## src/rtl/cpu_step_ctrl.sv

```systemverilog
`default_nettype none
// +----------------------------------------------------------------------------+
// | Module  : cpu_step_ctrl                                                    |
// | Brief   : Multi-cycle FETCH/DECODE/EXEC/MEM/WB sequencer with run, single  |
// |           step and optional breakpoint halt (macro BREAKPOINT_EN).         |
// | Revision: 1.0 - initial release                                            |
// +----------------------------------------------------------------------------+
module cpu_step_ctrl #(
  parameter int PC_W        = 4,
  parameter int IM_CODE_NUM = 12
) (
  input  logic            clk,
  input  logic            rstn,
  input  logic            tick,
  input  logic            run,
  input  logic            step,
  input  logic            is_load,
  input  logic            mem_write_req,
  input  logic            reg_write_req,
  input  logic [PC_W-1:0] bp_addr,
  output logic [PC_W-1:0] rom_addr,
  output logic            ir_load,
  output logic            dm_we,
  output logic            rf_we,
  output logic [2:0]      state,
  output logic            halted,
  output logic            bp_hit,
  output logic [15:0]     instr_cnt
);

  typedef enum logic [2:0] {
    S_IDLE   = 3'd0,
    S_FETCH  = 3'd1,
    S_DECODE = 3'd2,
    S_EXEC   = 3'd3,
    S_MEM    = 3'd4,
    S_WB     = 3'd5
  } state_t;

  localparam logic [PC_W-1:0] c_last_pc = PC_W'(IM_CODE_NUM);

  state_t          r_state;
  state_t          w_state_nxt;
  logic [PC_W-1:0] r_pc;
  logic [PC_W-1:0] w_pc_nxt;
  logic [15:0]     r_cnt;
  logic            r_step_pend;
  logic            r_halted;
  logic            w_bp_match;
  logic            w_leave_idle;
  logic            w_retire;

  assign w_pc_nxt = (r_pc == c_last_pc) ? '0 : r_pc + PC_W'(1);

`ifdef BREAKPOINT_EN
  assign w_bp_match = (w_pc_nxt == bp_addr);
`else
  logic w_unused_bp;
  assign w_bp_match  = 1'b0;
  assign w_unused_bp = ^bp_addr;
`endif

  // A step arriving together with a tick in IDLE is honoured on that same edge.
  always_comb begin
    w_state_nxt = r_state;
    case (r_state)
      S_IDLE:   if (tick && (run || r_step_pend || step)) w_state_nxt = S_FETCH;
      S_FETCH:  if (tick) w_state_nxt = S_DECODE;
      S_DECODE: if (tick) w_state_nxt = S_EXEC;
      S_EXEC:   if (tick) w_state_nxt = (is_load || mem_write_req) ? S_MEM : S_WB;
      S_MEM:    if (tick) w_state_nxt = S_WB;
      S_WB:     if (tick) w_state_nxt = (run && !w_bp_match) ? S_FETCH : S_IDLE;
      default:  w_state_nxt = S_IDLE;
    endcase
  end

  assign w_leave_idle = (r_state == S_IDLE) && (w_state_nxt != S_IDLE);
  assign w_retire     = (r_state == S_WB) && tick;

  always_ff @(posedge clk or negedge rstn) begin
    if (!rstn) begin
      r_state     <= S_IDLE;
      r_halted    <= 1'b1;
      r_pc        <= '0;
      r_cnt       <= '0;
      r_step_pend <= 1'b0;
    end else begin
      r_state  <= w_state_nxt;
      r_halted <= (w_state_nxt == S_IDLE);
      if (w_leave_idle)
        r_step_pend <= 1'b0;
      else if ((r_state == S_IDLE) && step)
        r_step_pend <= 1'b1;
      if (w_retire) begin
        r_pc  <= w_pc_nxt;
        r_cnt <= r_cnt + 16'd1;
      end
    end
  end

`ifdef BREAKPOINT_EN
  logic r_bp_hit;

  // Cleared on resume, so the breakpoint is only re-evaluated at the next WB.
  always_ff @(posedge clk or negedge rstn) begin
    if (!rstn)
      r_bp_hit <= 1'b0;
    else if (w_leave_idle)
      r_bp_hit <= 1'b0;
    else if (w_retire && run && w_bp_match)
      r_bp_hit <= 1'b1;
  end

  assign bp_hit = r_bp_hit;
`else
  assign bp_hit = 1'b0;
`endif

  assign rom_addr  = r_pc;
  assign instr_cnt = r_cnt;
  assign state     = r_state;
  assign halted    = r_halted;
  assign ir_load   = (r_state == S_FETCH) && tick;
  assign dm_we     = (r_state == S_MEM) && tick && mem_write_req;
  assign rf_we     = (r_state == S_WB) && tick && reg_write_req;

endmodule
`default_nettype wire

```

## config.mk

```make
export PLATFORM = sky130hd
export DESIGN_NAME = cpu_step_ctrl
export DESIGN_NICKNAME = d
export VERILOG_FILES = /design/src/rtl/cpu_step_ctrl.sv
export SDC_FILE = /design/constraint.sdc
export NUM_CORES = 1
export LEC_CHECK = 0
export CAP_MARGIN = 25
export CELL_PAD_IN_SITES_DETAIL_PLACEMENT = 0
export CELL_PAD_IN_SITES_GLOBAL_PLACEMENT = 1
export CORE_UTILIZATION = 37
export DETAILED_ROUTE_END_ITERATION = 7
export PLACE_DENSITY_LB_ADDON = 0.1
export SETUP_SLACK_MARGIN = 0.5
export SLEW_MARGIN = 20
export SYNTH_ARGS = -nofsm -noshare
export SYNTH_HDL_FRONTEND = slang
export SYNTH_SLANG_ARGS = --single-unit
```

## constraint.sdc

```tcl
create_clock -name clk -period 3.6 [get_ports clk]
set_clock_uncertainty 0.15 [all_clocks]
set_input_delay 0.72 -clock clk [delete_from_list [all_inputs] [get_ports clk]]
set_output_delay 0.72 -clock clk [all_outputs]
set_load 0.01 [all_outputs]
```

==> Word level (Yosys, flattened, before mapping) <==
Index checks and enable logic that the tools add are counted.
{ "totals": {"regBits": 25, "in_bits": 12, "elab_cells": 40} }
{ "op_classes": {"add_sub_neg": 2, "n_eq_ne": 6, "mux": 12, "reduce_logical": 15} }
{ "op_table": {"columns": ["op", "n"], "rows": [
  ["two-way mux 3 bit", 6],
  ["case mux 3 bit (6 select lines)", 1],
  ["adder 16 x 1 -> 16 bit (second input constant)", 1],
  ["logical AND 1 bit", 8],
  ["== test 3 x 2 -> 1 bit (second input constant)", 2],
  ["== test 3 bit (second input constant)", 2],
  ["logical NOT 3 bit", 2],
  ["adder 4 x 1 -> 4 bit (second input constant)", 1],
  ["== test 4 bit (second input constant)", 1],
  ["two-way mux 1 bit", 4],
  ["two-way mux 4 bit", 1],
  ["== test 3 x 1 -> 1 bit (second input constant)", 1],
  ["logical OR 1 bit", 3],
  ["nonzero test 3 bit", 1],
  ["nonzero test 2 bit", 1]
]} }

==> Longest topological paths before layout <==
Gate-level depths: netlist of run 1.
{ "logic_depth": {"word_depth": 8, "mapped_depth": 6, "mapped_depth_nobuf": 5} }

==> Worst setup path after synthesis of run 1 <==
Ideal clock, no wire load.
{ "synth_path": {"path_type": "input-to-output", "start": "in tick", "end": "out rf_we", "t_arrival_ps": 1230, "t_required_ps": 2730, "setup_slack_ps": 1500, "cell_stages": 3, "cell_sequence": "and4b_2 > buf_2 > and2_1"} }
{ "synth_via": {"elab_chain_len": 2} }
{ "synth_rtl": {"columns": ["item", "line", "rtl"], "rows": [
  ["start, declared", "14", "input logic tick,"],
  ["logical AND 1 bit (2 in series)", "125", "assign rf_we = (r_state == S_WB) && tick && reg_write_req;"],
  ["end, declared", "24", "output logic rf_we,"]
]} }
Every way passes these cells.

==> Worst setup path after layout of run 1 <==
{ "layout_path": {"start": "in tick", "end": "out ir_load"} }
{ "layout_via": {"elab_chain_len": 1} }
{ "layout_rtl": {"columns": ["item", "line", "rtl"], "rows": [
  ["logical AND 1 bit", "123", "assign ir_load = (r_state == S_FETCH) && tick;"],
  ["end, declared", "22", "output logic ir_load,"]
]} }
Every way passes these cells.

==> out/metrics.cfg, run 1 <==
[outcome]
status=completed

[timing]
grt_setup_unrepaired=no
layout_min_cycle_time_ps=2840
slew_viol_final=0
fmax_mhz=352
final-hold-violation-count=0
holdWs_ps=337
postLayoutSetupSlackWorst_ps=761
setup_viol=0
setup_tns_ps=0
period_share_pct=78.9

[synth]
synth.avg_cell_area_um2=10.6
async_reset_ff_share_pct=100
synth_common_cells=dfrtp_1, nand2_1, xnor2_1, o21ai_0, nor2_1
yosysSeqAreaShare_pct=50.6
synth_ff_type=dfrtp_1
synthDistinctLibCells=30
synth_area_leaders=dfrtp_1, xnor2_1, nand2_1
synth_largest_area_cell=dfrtp_1
syn-cell-area_mm2=0.00124
synth_cells=117
ys_warn_count=0
post-synth-top-count-cell=dfrtp_1
yosysTopAreaCellShare_pct=48.5
ys_ff_latch=25
synth-edff-count=0
syn_nets=132

[worst_setup_path]
cp_top_family=buffers and inverters
max_stage_delay_ps=530
crit_buf_inv=2
required_ps=2730
cp-end-kind=primary output
cp_max_fo=5
path_cells=dlygate4sd2_1, nor3b_1, and2_1, clkdlybuf4s50_1
path_class=primary input to primary output
reg2reg_slack_ps=1870
worstSetupStartpoint=tick
critPathLaunchType=primary input
timing.rr.start=state[2]
r2r-end=instr_cnt[10]
cp-endpoint=ir_load
critPathArrivalTime_ps=1970
worst-path-stages=4
slowest_stage=clkdlybuf4s50_1
reg2regPathDepth=4

[die]
fp.coreArea_mm2=0.00310
dieWidth_um=59.9
start_util_pct=39.9
top_level_ports=40
fp.dieArea_mm2=0.00358
die_height_um=59.9
fp-row-count=20

[power_and_ir_drop]
powerDensity_mw_per_mm2=533
power_frac_comb_pct=36.3
ir_drop_mv=0.235
internal_power_uw=567
pwr-share-seq_pct=49.4
switchingPower_uw=312
p_clk_share_pct=14.3
leakagePower_nw=0.726
swShare_pct=35.5

[cts]
hold_buffers=0
worst_skew_pair.late_latency_ps=310
h-tree-depth=1
clock-sinks=25
cts-root-buf=clkbuf_4
cts.path.max_buffers=2
cts_buffers=3
cts.clk_slew.worst_paths_ps=140
cts_tree=built

[routing]
vias=958
first_iter_violations=15
wirelength_mm=2.23
avgRoutedWirePerCell_um=11.3
ant_nets=0
drc_errors=0
dr.pass1.iters=4
viasPerCell=4.84

[global_routing]
grt_overflow=0
grt_use_total_pct=13.8
antenna_found_initial=0
grt_pass1_vias=849
grt_pass1_wl_mm=3.72
grt_max_degree=26

[layout]
drive_above_1_share_pct=9.09
area_growth_pct=33.0
diodes=0
design_area_mm2=0.00165
final_nets=170

[hold_path]
holdCritPathClass=flop to flop
hold_depth=1

[run]
drv_cap=0

[placement]
dp_slack_ps=370
dp_hpwl_mm=1.64
place_area_mm2=0.00162
gp_congestion=0.839
io_buffers=34

-- kinds of logic (layout without fill, tap and decap cells) --
kind of cell / after synthesis / in the layout / synth area share, %
AO/OA/AOI/OAI: 16 / 16 / 6.97
XOR/XNOR: 16 / 16 / 11.9
adder cells (fa/ha/maj): 3 / 3 / 3.03
buffers and inverters: 6 / 43 / 3.33
flip-flops: 25 / 25 / 50.6
other: 1 / 1 / 0.303
AND/OR/NAND/NOR: 50 / 50 / 23.8
-- state kept, by name, indices dropped and copies added, names as in the netlist --
register,cells
halted,1
instr_cnt,16
r_step_pend,1
rom_addr,4
state,3
-- stage by stage --
stage	util, %	instances	total power [mW]
2_1_floorplan	-	117	0.613
6_report	53.1	198	0.879
3_3_place_gp	52.1	193	0.757
5_1_grt	53.1	198	0.949
4_1_cts	53.1	198	0.892
3_5_place_dp	52.1	193	0.761
-- power by group through the flow --
stage	sequential (mW)	clock (mW)	combinational, mW
CTS	0.436	0.133	0.323
floorplan	0.433	0	0.179
global route	0.449	0.147	0.353
finish	0.434	0.126	0.319
global placement	0.440	0	0.318
detailed placement	0.442	0	0.320
-- worst min path at each step --
stage / startpoint / end / slack, ps
CTS: instr_cnt[15] / instr_cnt[15] / 340
floorplan: rstn / instr_cnt[0] / 270
global route: instr_cnt[13] / instr_cnt[13] / 380
global placement: instr_cnt[15] / instr_cnt[15] / 310
detailed placement: instr_cnt[15] / instr_cnt[15] / 310
finish: instr_cnt[15] / instr_cnt[15] / 340
-- timing repair --
action                                  4_1_cts  5_1_grt
resized for setup                             1        0
endpoints found under the setup margin        2        0
setup buffers                                 1        0
-- routing by layer --
layer / up-vias / global-route usage [%] / share of wire (%)
li1: 470 / - / -
met1: 460 / 18.9 / 47
met2: 26 / 21.7 / 48
met3: 2 / 2.60 / 4.7
met4: 0 / 4.98 / 0.58
met5: - / 0 / 0
-- placed cells by master (no fill, tap or decap) --
cell,netlist,final
conb_1,1,1
ha_1,3,3
clkdlybuf4s50_1,0,33
dfrtp_1,24,24
nand3_1,6,6
and4_4,1,1
xor2_2,1,1
dfstp_2,1,1
nand4_1,3,3
dlygate4sd2_1,0,1
nand4b_4,1,1
and3_1,1,1
o41ai_1,1,1
xnor2_1,12,12
nor3_4,2,2
and4_1,2,2
a21oi_1,5,5
o21ai_0,9,9
or2_2,1,1
clkbuf_4,0,3
nand2_1,18,18
and2_1,2,2
buf_4,2,3
nor2_1,8,8
xor2_1,3,3
inv_1,2,2
o31ai_1,1,1
nor3b_1,2,2
nor3_1,1,1
nand3b_1,1,1
clkbuf_1,0,1
and4b_2,1,1
-- layout make-up --
type                    count  area [um^2]
multi-input cells          86          571
clock buffers               4         26.3
flip-flops and latches     25          627
fillers                   338         1460
inverters                   2         7.51
repair buffers             37          362
well taps                  44         55.1
Note: power is estimated with default switching activity, not from simulation.
==> inputs of run 2 (changes only) <==
--- a/config.mk
+++ b/config.mk
@@ -8,7 +8,7 @@
 export CAP_MARGIN = 25
 export CELL_PAD_IN_SITES_DETAIL_PLACEMENT = 0
 export CELL_PAD_IN_SITES_GLOBAL_PLACEMENT = 1
-export CORE_UTILIZATION = 37
+export CORE_UTILIZATION = 34
 export DETAILED_ROUTE_END_ITERATION = 7
 export PLACE_DENSITY_LB_ADDON = 0.1
 export SETUP_SLACK_MARGIN = 0.5
==> constraint.sdc (replaced) <==
create_clock -name clk -period 2.75 [get_ports clk]
set_clock_uncertainty 0.15 [all_clocks]
set_input_delay 0.55 -clock clk [delete_from_list [all_inputs] [get_ports clk]]
set_output_delay 0.55 -clock clk [all_outputs]
set_load 0.01 [all_outputs]
==> run 2 against run 1 <==
  * Sequential power up 23%
  * Utilization decreased by 2.6 points
  * Hold slack is essentially flat
  * Total power grew 45%
  * Clock power increased by 36%
  * Die area up 8.5%
  * Combinational power grew 79%
  * Wire length rose by 12%
  * Via count up 1.7%
  * Global-route usage up 0.25 points
  * Critical path type is now flop to primary output
  * Clock-buffer cell count decreased by 1
==> out/metrics.cfg, run 2 (synthesis gave the netlist of run 1 again) <==
[timing]
layout_min_cycle_time_ps=2270
holdWs_ps=336
grt_setup_unrepaired=yes
fmax_mhz=441
period_share_pct=82.4
setup_tns_ps=0
setup_viol=0
final-hold-violation-count=0
slew_viol_final=0
postLayoutSetupSlackWorst_ps=485

[die]
fp.coreArea_mm2=0.00342
start_util_pct=36.3
fp-row-count=21
top_level_ports=40
die_height_um=62.4
dieWidth_um=62.4
fp.dieArea_mm2=0.00389

[cts]
hold_buffers=0
cts_tree=built
cts.clk_slew.worst_paths_ps=150
worst_skew_pair.late_latency_ps=330
cts-root-buf=clkbuf_4
h-tree-depth=1
cts.path.max_buffers=2
cts_buffers=3
clock-sinks=25

[power_and_ir_drop]
internal_power_uw=822
leakagePower_nw=0.802
powerDensity_mw_per_mm2=740
pwr-share-seq_pct=41.9
ir_drop_mv=0.374
switchingPower_uw=455
power_frac_comb_pct=44.8
swShare_pct=35.6
p_clk_share_pct=13.4

[worst_setup_path]
path_class=flop to primary output
path_cells=buf_4, and4b_2, and2_1, dlygate4sd2_1
r2r-end=instr_cnt[10]
critPathArrivalTime_ps=1570
cp-endpoint=rf_we
worstSetupStartpoint=state[2]
reg2regPathDepth=6
max_stage_delay_ps=470
slowest_stage=dfrtp_2
timing.rr.start=state[1]
critPathLaunchType=flop
reg2reg_slack_ps=900
required_ps=2050
cp-end-kind=primary output
cp_max_fo=5

[placement]
gp_congestion=0.742
io_buffers=34
place_area_mm2=0.00163
placed_cells=196
dp_hpwl_mm=1.73
dp_slack_ps=24.9

[layout]
final_nets=179
final-instance-count-excl-fill=209
mostFrequentLayoutCell=clkdlybuf4s50_1
fillers=329
drive_above_1_share_pct=18.4
final_cell_mix=clkdlybuf4s50_1, dfrtp_1, nand2_1
diodes=0
seq_area_um2=631
area_growth_pct=39.3
largest_reg_flops=16
design_area_mm2=0.00173
multiInputGateArea_um2=576

[global_routing]
grt_overflow=0
grt_pass1_vias=950
grt_pass1_wl_mm=4.37
antenna_found_initial=0
grt_use_total_pct=14.1
grt_max_degree=26

[routing]
ant_nets=0
viasPerCell=4.66
wirelength_mm=2.50
first_iter_violations=64
drc_errors=0
vias=974
avgRoutedWirePerCell_um=12.0
dr.pass1.iters=4

[run]
drv_cap=0

[outcome]
status=completed

[hold_path]
holdCritPathClass=flop to flop

[run 2: cell types whose count changed in the layout (fill, tap and decap cells not counted)]
cell / change
nor3b_1: -1
clkbuf_1: -1
dfrtp_1: -3
buf_4: +9
clkdlybuf4s50_1: -4
clkinvlp_4: +1
clkbuf_2: +2
nor3b_2: +1
dfrtp_2: +3
dlymetal6s2s_1: +2
[run 2: worst min-delay path by stage]
stage               depth (start not counted)     startpoint  slack, ps       endpoint
floorplan                                   0           rstn        100   instr_cnt[0]
global placement                            1  instr_cnt[15]        310  instr_cnt[15]
detailed placement                          1  instr_cnt[15]        320  instr_cnt[15]
CTS                                         1  instr_cnt[15]        340  instr_cnt[15]
global route                                1  instr_cnt[15]        360  instr_cnt[15]
finish                                      1  instr_cnt[15]        340  instr_cnt[15]
[run 2: timing repair]
action / CTS / global route
gates cloned: 0 / 0
pin swaps: 0 / 1
gates resized for setup: 9 / 5
hold endpoints to repair: 0 / 0
setup buffers: 6 / 3
endpoints found under the setup margin: 4 / 3
[run 2: metrics by stage]
step / total power, mW / utilization (%)
after floorplan: 0.802 / -
after global placement: 0.999 / 47.6
after detailed placement: 1.01 / 47.6
after CTS: 1.27 / 50.0
after global routing: 1.37 / 50.5
final: 1.28 / 50.5
[run 2: metal layers]
metal	wire (um)	track usage, %
met5	0	0
met4	19	3.49
met3	108	3.49
met2	1180	24.0
met1	1200	17.7
[run 2: worst max-delay path: cells and delay by family (launching register included)]
kind / cells / cell delay (ps)
and+or+nand+nor: 2 / 370
buffers and inverters: 2 / 430
DFF: 1 / 470
[run 2: power groups by stage]
stage	combinational, mW	sequential [mW]	clock [mW]
after floorplan	0.235	0.567	0
after global placement	0.421	0.579	0
after detailed placement	0.426	0.583	0
after CTS	0.539	0.543	0.185
after global routing	0.629	0.546	0.198
final	0.572	0.535	0.171
[run 2: area by class of cell]
type,instances,area share (%)
Sequential cell,25,36.5
Multi-Input combinational cell,86,33.4
Timing Repair Buffer,46,24.6
Tap cell,46,3.34
Clock buffer,3,1.31
Clock inverter,1,0.435
Inverter,2,0.435
==> inputs of run 3 (changes only) <==
--- a/config.mk
+++ b/config.mk
@@ -8,7 +8,7 @@
 export CAP_MARGIN = 25
 export CELL_PAD_IN_SITES_DETAIL_PLACEMENT = 0
 export CELL_PAD_IN_SITES_GLOBAL_PLACEMENT = 1
-export CORE_UTILIZATION = 34
+export CORE_UTILIZATION = 31
 export DETAILED_ROUTE_END_ITERATION = 7
 export PLACE_DENSITY_LB_ADDON = 0.1
 export SETUP_SLACK_MARGIN = 0.5
==> constraint.sdc (replaced) <==
create_clock -name clk -period 2 [get_ports clk]
set_clock_uncertainty 0.15 [all_clocks]
set_input_delay 0.4 -clock clk [delete_from_list [all_inputs] [get_ports clk]]
set_output_delay 0.4 -clock clk [all_outputs]
set_load 0.01 [all_outputs]
==> run 3 against run 2 <==
  * Setup slack lost 340 ps
  * Non-clock buffer count grew 40
  * Largest power group unchanged
  * Total power grew 66%
  * Die area grew 9.3%
  * Critical path type unchanged
  * Cell count grew 20%
  * Via count grew 18%
  * Sequential share of layout area shrank 6.7 points
==> out/metrics.cfg, run 3 (synthesis gave the netlist of run 1 again) <==
[placement]
place_area_mm2=0.00168
dp_slack_ps=-430
gp_congestion=0.787
io_buffers=34
dp_hpwl_mm=1.87

[worst_setup_path]
critPathLaunchType=flop
critPathArrivalTime_ps=1310
r2r-end=instr_cnt[12]
cp-end-kind=primary output
cp_top_family=flip-flops
path_class=flop to primary output
reg2reg_slack_ps=300
reg2regPathDepth=6
cp_max_fo=4
required_ps=1450
path_cells=buf_4, nor3b_2, and2_1, buf_2
max_stage_delay_ps=440
timing.rr.start=state[1]
crit_buf_inv=2
slowest_stage=dfrtp_2

[routing]
wirelength_mm=3.09
first_iter_violations=30
drc_errors=0
ant_nets=0
dr.pass1.iters=4
avgRoutedWirePerCell_um=12.3
viasPerCell=4.59
vias=1151

[timing]
period_share_pct=92.8
grt_setup_unrepaired=yes
fmax_mhz=539
final-hold-violation-count=0
setup_tns_ps=0
holdWs_ps=331
postLayoutSetupSlackWorst_ps=143
setup_viol=0
layout_min_cycle_time_ps=1860
slew_viol_final=0

[hold_path]
holdCritPathClass=primary input to asynchronous set/reset pin

[layout]
area_growth_pct=70.3
mostFrequentLayoutCell=buf_4
final_cell_mix=buf_4, dfrtp_1, nand2_1
diodes=0
design_area_mm2=0.00211
largest_reg_flops=16
drive_above_1_share_pct=45.3
final_nets=219

[outcome]
status=completed

[die]
die_height_um=65.2
fp.dieArea_mm2=0.00425
dieWidth_um=65.2
fp.coreArea_mm2=0.00374
fp-row-count=22
start_util_pct=33.1
top_level_ports=40

[global_routing]
grt_max_degree=26
grt_overflow=0
antenna_found_initial=0
grt_pass1_wl_mm=4.82
grt_pass1_vias=1062
grt_use_total_pct=15.0

[cts]
clock-sinks=25
h-tree-depth=1
cts_tree=built
cts_buffers=3
hold_buffers=0
cts.clk_slew.worst_paths_ps=90
cts-root-buf=clkbuf_8
cts.path.max_buffers=2
worst_skew_pair.late_latency_ps=270

[power_and_ir_drop]
ir_drop_mv=0.792
leakagePower_nw=1.06
powerDensity_mw_per_mm2=1010
p_total_mw=2.12

[run]
drv_cap=0

run 3: cell count changes in the layout (fill, tap and decap cells not counted), moves of 3 or more:
cell,before,now
clkbuf_2,2,5
buf_2,0,3
buf_4,12,43
clkbuf_4,3,0
buf_6,0,14
clkdlybuf4s50_1,29,6
clkbuf_8,0,3
o21ai_0,9,6
clkdlybuf4s15_1,0,14
run 3: repair_timing:
action / CTS / global route
hold endpoints to repair: 0 / 0
gates resized for setup: 79 / 27
pin swaps: 7 / 10
cloned: 0 / 0
setup buffers: 31 / 12
setup endpoints to repair: 46 / 38
run 3: through the flow:
stage          util (%)  cells
2_1_floorplan         -    117
3_3_place_gp       44.9    204
3_5_place_dp       44.9    204
4_1_cts            52.6    239
5_1_grt            56.4    251
6_report           56.4    251
run 3: where the power goes:
part	internal (mW)	leakage (nW)	switching, mW
clock network	0.139	0.0255	0.166
registers	0.623	0.326	0.0738
logic	0.635	0.706	0.485
run 3: how the worst max path moves through the flow:
stage                        start  slack (ps)  cells after the start  endpoint
final                     state[1]         140                      4   ir_load
after global routing      state[1]          40                      4     dm_we
after CTS                 state[1]         130                      4     dm_we
after detailed placement      tick        -430                      4   ir_load
after global placement        tick        -390                      4     rf_we
after floorplan           state[1]         370                      4     rf_we
run 3: layout make-up:
class	count	area [um^2]
Clock buffer	3	41.3
Clock inverter	1	5.00
Fill cell	349	1630
Inverter	2	7.51
Multi-Input combinational cell	86	636
Sequential cell	25	631
Tap cell	48	60.1
Timing Repair Buffer	86	729
run 3: worst reg2reg max path, stage by stage (launching register included):
cell and delay, ps:
dfrtp_2 440, buf_4 140, nand4b_4 230, nor3_4 280
buf_4 150, nand3_2 70, xnor2_1 130
run 3: routing by layer:
metal | up-vias | part of all wire [%] | track usage [%]
met3 | 2 | 4.6 | 3.65
li1 | 570 | - | -
met5 | - | 0 | 0
met1 | 547 | 42 | 17.7
met2 | 32 | 52 | 26.8
met4 | 0 | 0.71 | 4.08
